--- src/rtl/mem_access_unit_if.sv ---
// Data-memory bus between the load/store unit (master) and the RV64 data memory (slave).
// One request per transaction: valid/ready request phase, then a single valid response.
interface mem_access_unit_if #(
  parameter int unsigned ADDR_W = 64,
  parameter int unsigned DATA_W = 64
);
  logic              mem_req_valid;
  logic              mem_req_ready;
  logic              mem_we;
  logic [ADDR_W-1:0] mem_addr;
  logic [DATA_W-1:0] mem_wdata;
  logic [7:0]        mem_wmask;
  logic              mem_rsp_valid;
  logic [DATA_W-1:0] mem_rsp_rdata;

  modport master (
    output mem_req_valid, mem_we, mem_addr, mem_wdata, mem_wmask,
    input  mem_req_ready, mem_rsp_valid, mem_rsp_rdata
  );

  modport slave (
    input  mem_req_valid, mem_we, mem_addr, mem_wdata, mem_wmask,
    output mem_req_ready, mem_rsp_valid, mem_rsp_rdata
  );
endinterface

--- src/rtl/mem_access_unit.sv ---
// Load/store unit: turns one MEM-stage load/store into a single aligned 64-bit bus
// transaction, lane-shifts store data, aligns and extends load data, stalls the pipeline
// while busy and converts a hung bus into an error via a watchdog.
// Optional: define MEM_ACCESS_MISALIGN_TRAP_EN to trap misaligned H/W/D accesses without
// touching the bus; otherwise misaligned accesses are truncated to the doubleword.
module mem_access_unit #(
  parameter int unsigned ADDR_W         = 64,
  parameter int unsigned DATA_W         = 64,
  parameter int unsigned TIMEOUT_CYCLES = 255
) (
  input  logic              clk,
  input  logic              rst,
  input  logic              req_valid,
  input  logic              req_is_store,
  input  logic [ADDR_W-1:0] req_addr,
  input  logic [DATA_W-1:0] req_wdata,
  input  logic [1:0]        req_size,
  input  logic              req_signed,
  output logic              stall,
  output logic              done,
  output logic [DATA_W-1:0] rdata,
  output logic              err,
  mem_access_unit_if.master bus
);

  typedef enum logic [1:0] {StIdle, StReq, StWait, StResp} state_e;

  state_e            state_q, state_d;
  logic [ADDR_W-1:0] addr_q;
  logic [DATA_W-1:0] wdata_q;
  logic [7:0]        mask_q;
  logic [1:0]        size_q;
  logic              signed_q;
  logic              store_q;
  logic [7:0]        cnt_q;
  logic              err_q;
  logic [DATA_W-1:0] rdata_q;

  logic [7:0]        base_mask;
  logic [7:0]        lane_mask;
  logic              misalign;
  logic              expire;
  logic [DATA_W-1:0] raw;
  logic [DATA_W-1:0] load_ext;

  // Watchdog fires on the TIMEOUT_CYCLES-th WAIT cycle (counter starts at 0 on handshake).
  assign expire = (cnt_q == 8'(TIMEOUT_CYCLES - 1));

  // Byte strobes for the incoming request; lanes past byte 7 fall off the top.
  always_comb begin
    base_mask = 8'hFF;
    case (req_size)
      2'd0:    base_mask = 8'h01;
      2'd1:    base_mask = 8'h03;
      2'd2:    base_mask = 8'h0F;
      default: base_mask = 8'hFF;
    endcase
    lane_mask = base_mask << req_addr[2:0];
  end

`ifdef MEM_ACCESS_MISALIGN_TRAP_EN
  // Natural-alignment check for the incoming request.
  always_comb begin
    misalign = 1'b0;
    case (req_size)
      2'd0:    misalign = 1'b0;
      2'd1:    misalign = req_addr[0];
      2'd2:    misalign = |req_addr[1:0];
      default: misalign = |req_addr[2:0];
    endcase
  end
`else
  assign misalign = 1'b0;
`endif

  // Align the response doubleword to the accessed byte, truncate and extend.
  always_comb begin
    raw      = bus.mem_rsp_rdata >> {addr_q[2:0], 3'b000};
    load_ext = raw;
    case (size_q)
      2'd0:    load_ext = signed_q ? {{56{raw[7]}}, raw[7:0]}   : {56'b0, raw[7:0]};
      2'd1:    load_ext = signed_q ? {{48{raw[15]}}, raw[15:0]} : {48'b0, raw[15:0]};
      2'd2:    load_ext = signed_q ? {{32{raw[31]}}, raw[31:0]} : {32'b0, raw[31:0]};
      default: load_ext = raw;
    endcase
  end

  // FSM state register.
  always_ff @(posedge clk or posedge rst) begin
    if (rst) state_q <= StIdle;
    else     state_q <= state_d;
  end

  // FSM next-state logic.
  always_comb begin
    state_d = state_q;
    case (state_q)
      StIdle:  if (req_valid) state_d = misalign ? StResp : StReq;
      StReq:   if (bus.mem_req_ready) state_d = StWait;
      StWait:  if (bus.mem_rsp_valid || expire) state_d = StResp;
      default: state_d = StIdle;
    endcase
  end

  // FSM outputs; the pipeline is released in the RESP cycle.
  always_comb begin
    stall             = 1'b0;
    done              = 1'b0;
    bus.mem_req_valid = 1'b0;
    bus.mem_we        = 1'b0;
    case (state_q)
      StIdle:  stall = req_valid;
      StReq: begin
        stall             = 1'b1;
        bus.mem_req_valid = 1'b1;
        bus.mem_we        = store_q;
      end
      StWait:  stall = 1'b1;
      default: done  = 1'b1;
    endcase
  end

  // Request latch, watchdog counter and result capture.
  always_ff @(posedge clk or posedge rst) begin
    if (rst) begin
      addr_q   <= '0;
      wdata_q  <= '0;
      mask_q   <= '0;
      size_q   <= '0;
      signed_q <= 1'b0;
      store_q  <= 1'b0;
      cnt_q    <= '0;
      err_q    <= 1'b0;
      rdata_q  <= '0;
    end else begin
      case (state_q)
        StIdle: begin
          if (req_valid) begin
            addr_q   <= req_addr;
            wdata_q  <= req_wdata << {req_addr[2:0], 3'b000};
            mask_q   <= req_is_store ? lane_mask : 8'h00;
            size_q   <= req_size;
            signed_q <= req_signed;
            store_q  <= req_is_store;
            err_q    <= misalign;
            if (misalign) rdata_q <= '0;
          end
        end
        StReq: begin
          if (bus.mem_req_ready) cnt_q <= '0;
        end
        StWait: begin
          if (bus.mem_rsp_valid) begin
            rdata_q <= store_q ? '0 : load_ext;
            err_q   <= 1'b0;
          end else if (expire) begin
            rdata_q <= '0;
            err_q   <= 1'b1;
          end else begin
            cnt_q <= cnt_q + 8'd1;
          end
        end
        default: ;
      endcase
    end
  end

  assign bus.mem_addr  = {addr_q[ADDR_W-1:3], 3'b000};
  assign bus.mem_wdata = wdata_q;
  assign bus.mem_wmask = mask_q;
  assign rdata         = rdata_q;
  assign err           = done && err_q;

endmodule

--- src/flat_wrapper.sv ---
// flat-port wrapper written by rule: the top's interface ports become plain ports
module mem_access_unit_flat 
#(
  parameter int unsigned ADDR_W         = 64,
  parameter int unsigned DATA_W         = 64,
  parameter int unsigned TIMEOUT_CYCLES = 255
)
  (clk, rst, req_valid, req_is_store, req_addr, req_wdata, req_size, req_signed, stall, done, rdata, err, bus_mem_req_valid, bus_mem_we, bus_mem_addr, bus_mem_wdata, bus_mem_wmask, bus_mem_req_ready, bus_mem_rsp_valid, bus_mem_rsp_rdata);
  mem_access_unit_if #(.ADDR_W(ADDR_W), .DATA_W(DATA_W)) bus_i ();
  input  logic clk;
  input  logic rst;
  input  logic req_valid;
  input  logic req_is_store;
  input  logic [ADDR_W-1:0] req_addr;
  input  logic [DATA_W-1:0] req_wdata;
  input  logic [1:0] req_size;
  input  logic req_signed;
  output logic stall;
  output logic done;
  output logic [DATA_W-1:0] rdata;
  output logic err;
  output wire logic [$bits(bus_i.mem_req_valid)-1:0] bus_mem_req_valid;
  output wire logic [$bits(bus_i.mem_we)-1:0] bus_mem_we;
  output wire logic [$bits(bus_i.mem_addr)-1:0] bus_mem_addr;
  output wire logic [$bits(bus_i.mem_wdata)-1:0] bus_mem_wdata;
  output wire logic [$bits(bus_i.mem_wmask)-1:0] bus_mem_wmask;
  input wire logic [$bits(bus_i.mem_req_ready)-1:0] bus_mem_req_ready;
  input wire logic [$bits(bus_i.mem_rsp_valid)-1:0] bus_mem_rsp_valid;
  input wire logic [$bits(bus_i.mem_rsp_rdata)-1:0] bus_mem_rsp_rdata;
  assign bus_mem_req_valid = bus_i.mem_req_valid;
  assign bus_mem_we = bus_i.mem_we;
  assign bus_mem_addr = bus_i.mem_addr;
  assign bus_mem_wdata = bus_i.mem_wdata;
  assign bus_mem_wmask = bus_i.mem_wmask;
  assign bus_i.mem_req_ready = bus_mem_req_ready;
  assign bus_i.mem_rsp_valid = bus_mem_rsp_valid;
  assign bus_i.mem_rsp_rdata = bus_mem_rsp_rdata;
  mem_access_unit #(.ADDR_W(ADDR_W), .DATA_W(DATA_W), .TIMEOUT_CYCLES(TIMEOUT_CYCLES)) u_core (.clk(clk), .rst(rst), .req_valid(req_valid), .req_is_store(req_is_store), .req_addr(req_addr), .req_wdata(req_wdata), .req_size(req_size), .req_signed(req_signed), .stall(stall), .done(done), .rdata(rdata), .err(err), .bus(bus_i));
endmodule
--- config.mk ---
export PLATFORM = sky130hd
export DESIGN_NAME = mem_access_unit_flat
export DESIGN_NICKNAME = d
export VERILOG_FILES = /design/src/rtl/mem_access_unit_if.sv /design/src/rtl/mem_access_unit.sv /design/src/flat_wrapper.sv
export SDC_FILE = /design/constraint.sdc
export NUM_CORES = 1
export LEC_CHECK = 0
export BUFFER_PORTS_ARGS = -buffer_cell sky130_fd_sc_hd__buf_2
export CORE_MARGIN = 2
export CORE_UTILIZATION = 50
export DETAILED_ROUTE_END_ITERATION = 10
export PLACE_DENSITY = 0.79
export SYNTH_ARGS = -nofsm -noshare
export SYNTH_HDL_FRONTEND = slang
export SYNTH_SLANG_ARGS = --single-unit
--- constraint.sdc ---
create_clock -name clk -period 10.05 [get_ports clk]
set_input_delay 1.005 -clock clk [delete_from_list [all_inputs] [get_ports clk]]
set_output_delay 1.005 -clock clk [all_outputs]
set_load 0.005 [all_outputs]
==> results.md, run 1 <==
* Cells on Worst Hold Path at 2
* Cell Count Post-Placement at 1845
* Mean number of vias per cell at 5.88
* Largest net degree at the start of global routing at 140
* Root Driver: clkbuf_16
* Number of synthesized register bits at 215
* Placement-stage worst setup slack at 6.99 ns
* Count of standard-cell rows at 57
* Clock Skews at 0.0224 ns
* Series of cell instances along the critical path: buf_4, mux4_2, nand2b_4, and4_4, a211oi_4, buf_4, o21ai_0
* Unrepaired setup endpoints after global routing: false
* Final Hold Viols at 0
* Max-slew violation total from the final report at 0
* Final Wtd Congestion at 0.947
* Final count of negative-setup-slack endpoints at 0
* Most common library cell in the layout ignoring fill and taps: buf_2
* First-pass DRT Iterations at 5
* Max stage delay cell, worst path: buf_4
* Number of global-route vias before repair at 10871
* Hold crit path type: reg -> reg
* Final clock period utilization by the worst path at 29.1%
* FF-to-FF End: u_core.rdata[41]
* TritonCTS clock tree: yes
* Hold path startpoint: u_core.bus.mem_wmask[0]
* Wire length reported by the detailed router at 39.1 mm
* Setup TNS at 0 ns
* Initial antenna violation count at 9
* CTS hold repair buffers at 0
* Die area at 25700 sq um
* Number of remaining DRC errors at 0
* Fmax at 342 MHz
* Fraction of layout cells with a size suffix above 1 at 35.6%
* Clk_lat worst skew at 0.52 ns
* Core region area at 24100 sq um
* Synthesized cell area at 12200 sq um
* Async SR Flop Fraction at 100%
* Number of ports placed on the die boundary at 406
* Min-Delay Endpoint: u_core.bus.mem_wmask[0]
* Most common cell on crit path: buf_4
* Post-detail-place hpwl at 28.0 mm
* Mapped Cells at 1267
* Relative max-transition margin at 26.5%
* Chip Width at 160 um
* Worst Path Arrival at 3.28 ns
* Dominant delay contributor by cell family on the critical path: buffers and inverters
* Post-layout minimum cycle time at 2.92 ns
* Layout net count at 1755
* First-pass GRT wire length at 60.4 mm
* Iteration-0 DRC Markers at 924
* Critical Path Sink Type: register
* Number of warnings issued by yosys at 0
* Max IR drop VDD at 0.000170 V
* Status: finished, final reports clean
* Initial core utilization at 50.6%
* Worst Reg-to-Reg Cells at 7
* TritonCTS Buffers at 24
* Area overhead of the layout relative to synthesis at 20.5%
* Buffer and inverter count on the worst path at 2
* Setup slack of the worst register-to-register path at 7.13 ns
* Required time reported for the critical path endpoint at 10.41 ns
* Slew at the pin with the worst max-slew slack at 1.10 ns
* Number of standard cells in the final layout excluding fillers at 1892
* Critical path start-end classification: reg -> reg
* Number of unique standard cell types used by synthesis at 56
* Number of flops mapped to enable cells by yosys at 0
* Chip height at 160 um
* Worst setup SP type: register
* Quantity of I/O buffers inserted on ports at 402
* Critical Path Fanout Max at 63
* Post-layout power at 4270 uW
* Number of gates resized after cts at 0
* Post-route ant nets at 0
* WHS at 0.465 ns
* Average wire per cell in the routed design at 20.6 um
* PD cells at 290 nW/um^2
* Setup repair bufs after CTS at 0
* Mean post-synth cell area at 9.63 sq um
* Primary FF master, synth: dfrtp_1
* Total clock sinks at 215
* Crit path setup slack, layout at 7.13 ns
* Sequential area share after synthesis at 44.1%
* Combined global-route utilization of all metal layers at 29.7%
* Launch instance of the worst register-to-register path: u_core.addr_q[0]
* Leakage component of the power at 0.00746 uW
* Max-cap violations at 0
* Total number of cells along the worst setup path at 7
* Largest stage delay on the critical path at 0.67 ns
* Clock Path Buffers at 3
* Total via count in the routed design at 11126
* Most frequent cells in the layout: 401 x buf_2, 310 x nand2_1, 214 x dfrtp_1
* Overflow after GRT at 0
* Clock-pin slew of the registers on the worst-case setup and hold paths at 0.06 ns
* Depth of the CTS H-tree at 1
==> through the flow <==
| stage | utilization (%) | instance area (sq um) |
|---|---|---|
| after global routing | 61.0 | 14700 |
| after CTS | 60.9 | 14700 |
| final | 61.0 | 14700 |
| after global placement | 57.4 | 13800 |
| after floorplan | - | 12200 |
| after detailed placement | 57.4 | 13800 |
==> Yosys cell counts (all sizes together), types with 12 or more instances <==
library cell | instances | area share, %
a211oi | 12 | 0.84
a21oi | 40 | 1.6
a221oi | 25 | 1.8
a22o | 27 | 1.9
a22oi | 15 | 0.92
buf | 91 | 5.2
clkbuf | 71 | 2.2
dfrtp | 215 | 44
inv | 18 | 0.55
mux2 | 39 | 3.6
mux2i | 50 | 4.1
mux4 | 51 | 9.4
nand2 | 311 | 9.6
nor2 | 82 | 2.5
nor3 | 17 | 0.83
o21ai | 97 | 4.0
o31ai | 25 | 1.5
==> worst max path at each step <==
stage                      from                       end  slack (ns)
2_1_floorplan               rst          u_core.addr_q[0]        3.17
3_3_place_gp        req_addr[0]  u_core.bus.mem_wdata[48]        7.03
3_5_place_dp        req_addr[0]  u_core.bus.mem_wdata[54]        6.99
6_report       u_core.addr_q[0]          u_core.rdata[41]        7.13
5_1_grt        u_core.addr_q[1]          u_core.rdata[56]        6.97
4_1_cts        u_core.addr_q[0]          u_core.rdata[41]        7.12
==> worst min-delay path: cells and delay by family, from the launching register on <==
family / cells / cell delay (ns)
DFF: 1 / 0.34
and+or+nand+nor: 2 / 0.10
==> kinds of logic after synthesis <==
| family | after synthesis | synth area share, % |
|---|---|---|
| flip-flops | 215 | 44.1 |
| AND/OR/NAND/NOR | 447 | 14.9 |
| other | 1 | 0.0307 |
| AO/OA/AOI/OAI | 272 | 14.8 |
| multiplexers | 140 | 17.1 |
| adder cells (fa/ha/maj) | 7 | 0.718 |
| XOR/XNOR | 5 | 0.359 |
| buffers and inverters | 180 | 7.98 |
==> flip-flops by register name, indices dropped and copies added, names as in the netlist <==
signal / flops
u_core.addr_q: 64
u_core.bus.mem_wdata: 64
u_core.rdata: 64
u_core.bus.mem_wmask: 8
u_core.cnt_q: 8
u_core.size_q: 2
u_core.state_q: 2
u_core.err_q: 1
u_core.signed_q: 1
u_core.store_q: 1
==> area by class of cell <==
cell class	count	area [sq um]
clock buffers	33	716
clock inverters	9	136
well taps	324	405
repair buffers	414	2100
fillers	2067	9400
multi-input cells	874	5870
diodes	5	12.5
inverters	18	75.1
flip-flops and latches	215	5380
==> routing by layer <==
layer  share of wire, %  up-vias  global-route usage, %
met5               0.18        -                      0
met4                5.2       10                   14.5
met3                9.9      144                   7.66
met2                 48      644                   50.1
met1                 37     5347                   35.7
li1                   -     4981                      -
==> where the power goes <==
group,internal (uW),switching [uW],leakage [uW]
clock,576,370,0.000419
sequential,1240,234,0.00277
combinational,771,1080,0.00428
total,2580,1680,0.00746
Note: power is estimated with default switching activity, not from simulation.
==> inputs of run 2 (changes only) <==
Settings changed: ABC_AREA set to 1.
Clock period 10.05 ns to 2.85 ns, I/O delays scaled along.
==> run 2 against run 1 <==
Compared with the run above:
- critical path depth is 1 higher
- design area rose by 6.6%
- maximum frequency up 26%
- register-to-register slack got worse by 6.6 ns
- non-clock buffer count grew 79
- total power grew to 3.6 times the previous value
- clock-buffer cell count grew 2
- global-route usage grew 3.1 points
- combinational power rose to 3.7 times the previous value
- setup slack worse by 6.6 ns
- synthesized cell count grew 37%
- area after synthesis up 2.6%
- largest cell class unchanged
==> results.md, run 2 <==
* Synthesized cell area at 12500 sq um
* Critical Path Fanout Max at 58
* Max-cap violations at 0
* PD cells at 979 nW/um^2
* Final Hold Viols at 0
* Hold path startpoint: req_size[0]
* Sequential area share after synthesis at 43.0%
* Critical Path Sink Type: register
* Clock Path Buffers at 3
* Core region area at 24500 sq um
* Die area at 26300 sq um
* Quantity of I/O buffers inserted on ports at 402
* Overflow after GRT at 0
* Final Wtd Congestion at 0.966
* Async SR Flop Fraction at 100%
* Compound-Gate Fraction of Synth Area at 13.2%
* Min-Delay Endpoint: u_core.size_q[0]
* Wire length reported by the detailed router at 44.3 mm
* Max-slew violation total from the final report at 0
* Required time reported for the critical path endpoint at 3.31 ns
* Status: finished, final reports clean
* Worst Path Arrival at 2.77 ns
* WHS at 0.0424 ns
* Most frequent cells in the layout: 737 x nand2_1, 402 x buf_2, 213 x dfrtp_1
* Number of global-route vias before repair at 13210
* Share of synthesized area spent on multiplexers at 1.92%
* Final Instance Area at 15700 sq um
* CTS hold repair buffers at 63
* Post-layout minimum cycle time at 2.31 ns
* Layout net count at 2283
* Primary FF master, synth: dfrtp_1
* Post-route ant nets at 0
* Number of gates resized after cts at 0
* Fraction of layout cells with a size suffix above 1 at 23.8%
* Setup slack of the worst register-to-register path at 0.54 ns
* Top cell types by occurrence after synthesis: 738 x nand2_1, 215 x dfrtp_1, 147 x nand3_1
* Hold crit path type: in -> reg
* First-pass DRT Iterations at 5
* FF-to-FF End: u_core.rdata[25]
* Initial antenna violation count at 9
* Placement-stage worst setup slack at 0.510 ns
* Largest net degree at the start of global routing at 120
* TritonCTS clock tree: yes
* Crit path setup slack, layout at 0.535 ns
* Setup repair bufs after CTS at 0
* Cell area reported after detailed placement at 14200 sq um
* Iteration-0 DRC Markers at 1312
* Initial core utilization at 51.2%
* Depth of the CTS H-tree at 1
* Unrepaired setup endpoints after global routing: false
* Number of flops mapped to enable cells by yosys at 0
* Mean number of vias per cell at 5.58
* Clk_lat worst skew at 0.52 ns
* Mean post-synth cell area at 7.22 sq um
* Final count of negative-setup-slack endpoints at 0
* Ranking of synthesized cells by area: dfrtp_1 43%, nand2_1 22%, nand3_1 5.9%
* Number of remaining DRC errors at 0
* Critical path start-end classification: reg -> reg
* Share of the synthesized area in the top cell type at 43.0%
* Post-detail-place hpwl at 30.3 mm
* Number of warnings issued by yosys at 0
* Slew at the pin with the worst max-slew slack at 1.01 ns
* Total via count in the routed design at 13530
* Average wire per cell in the routed design at 18.2 um
* Chip height at 162 um
* Relative max-transition margin at 32.4%
* Number of synthesized register bits at 215
* Worst Reg-to-Reg Cells at 8
* Filler cells at 2108
* Most common library cell in the layout ignoring fill and taps: nand2_1
* Root Driver: clkbuf_16
* Area overhead of the layout relative to synthesis at 25.3%
* Post-layout power at 15400 uW
* Launch instance of the worst register-to-register path: u_core.state_q[0]
* Largest family of logic cells by synthesized area: simple AND/OR/NAND/NOR gates
* Clock-pin slew of the registers on the worst-case setup and hold paths at 0.06 ns
* Max IR drop VDD at 0.000521 V
* Mapped Cells at 1734
* Cells on Worst Hold Path at 3
* Number of unique standard cell types used by synthesis at 38
* Simple-Gate Fraction of Synth Area at 30.5%
* Adder and majority cell fraction of the synthesized area at 0.700%
* Count of standard-cell rows at 57
* Combined global-route utilization of all metal layers at 32.8%
* Final clock period utilization by the worst path at 81.2%
* Synth area leader: dfrtp_1
* Number of ports placed on the die boundary at 406
* First-pass GRT wire length at 68.8 mm
* Chip Width at 162 um
* Leakage component of the power at 0.00866 uW
* Worst setup SP type: register
* Clock Skews at 0.0126 ns
* Fmax at 432 MHz
* Total clock sinks at 215
* Synth Area in XOR/XNOR at 0%
* TritonCTS Buffers at 24
* Most numerous cell in the Yosys netlist: nand2_1
[run 2: cell types whose count changed after synthesis, moves of 39 or more]
cell and delta:
nand2_1 +427, nand3_1 +138, mux4_2 -51, o211ai_1 +47, nor2_1 -43, inv_1 +40, o21ai_1 +40, mux2_2 -39
[run 2: how the worst max path moves through the flow]
stage,start,endpoint,slack (ns),cells past startpoint
floorplan,rst,u_core.addr_q[0],-0.23,1
global placement,u_core.state_q[0],u_core.rdata[24],0.68,8
detailed placement,u_core.state_q[0],u_core.bus.mem_wdata[18],0.51,6
CTS,u_core.state_q[0],u_core.bus.mem_wdata[30],0.55,6
global route,u_core.state_q[0],u_core.rdata[15],0.36,8
finish,u_core.state_q[0],u_core.rdata[25],0.54,8
[run 2: kinds of logic after synthesis]
kind of cell | after synthesis
multiplexers | 24
other | 1
buffers and inverters | 247
flip-flops | 215
AO/OA/AOI/OAI | 297
AND/OR/NAND/NOR | 943
adder cells (fa/ha/maj) | 7
[run 2: critical path: stages, from the launching register on]
cell	delay [ns]
dfrtp_1	0.41
inv_1	0.09
ha_1	0.32
nand3_1	0.16
nand2_1	0.07
inv_2	0.71
buf_4	0.29
nand2_1	0.08
nand2_1	0.07
[run 2: final cells by class]
class,instances,area (sq um),share of cell area [%]
Multi-Input combinational cell,1274,5810,37.1
Sequential cell,215,5380,34.3
Timing Repair Buffer,493,2950,18.8
Clock buffer,35,753,4.80
Tap cell,324,405,2.59
Inverter,67,258,1.64
Clock inverter,9,95.1,0.606
Antenna cell,9,22.5,0.144
[run 2: power breakdown]
part | switching (uW) | internal (uW) | total [uW] | leakage (uW)
clock | 1310 | 2010 | 3320 | 0.000430
combinational | 4410 | 2510 | 6930 | 0.00545
sequential | 840 | 4270 | 5110 | 0.00278
[run 2: through the flow]
step | setup TNS, ns | instances | util, %
6_report | 0 | 2426 | 64.1
5_1_grt | 0 | 2424 | 64.1
4_1_cts | 0 | 2417 | 64.0
3_5_place_dp | 0 | 2310 | 58.0
3_3_place_gp | 0 | 2310 | 58.0
2_1_floorplan | -50.13 | 1736 | -
[run 2: routing by layer]
layer  track usage, %  vias to the layer above  wire [um]
met5                0                        -         13
met4             19.1                        2       2720
met3             8.02                      183       3970
met2             54.7                      752      21100
met1             38.7                     6335      16400
li1                 -                     6258          -
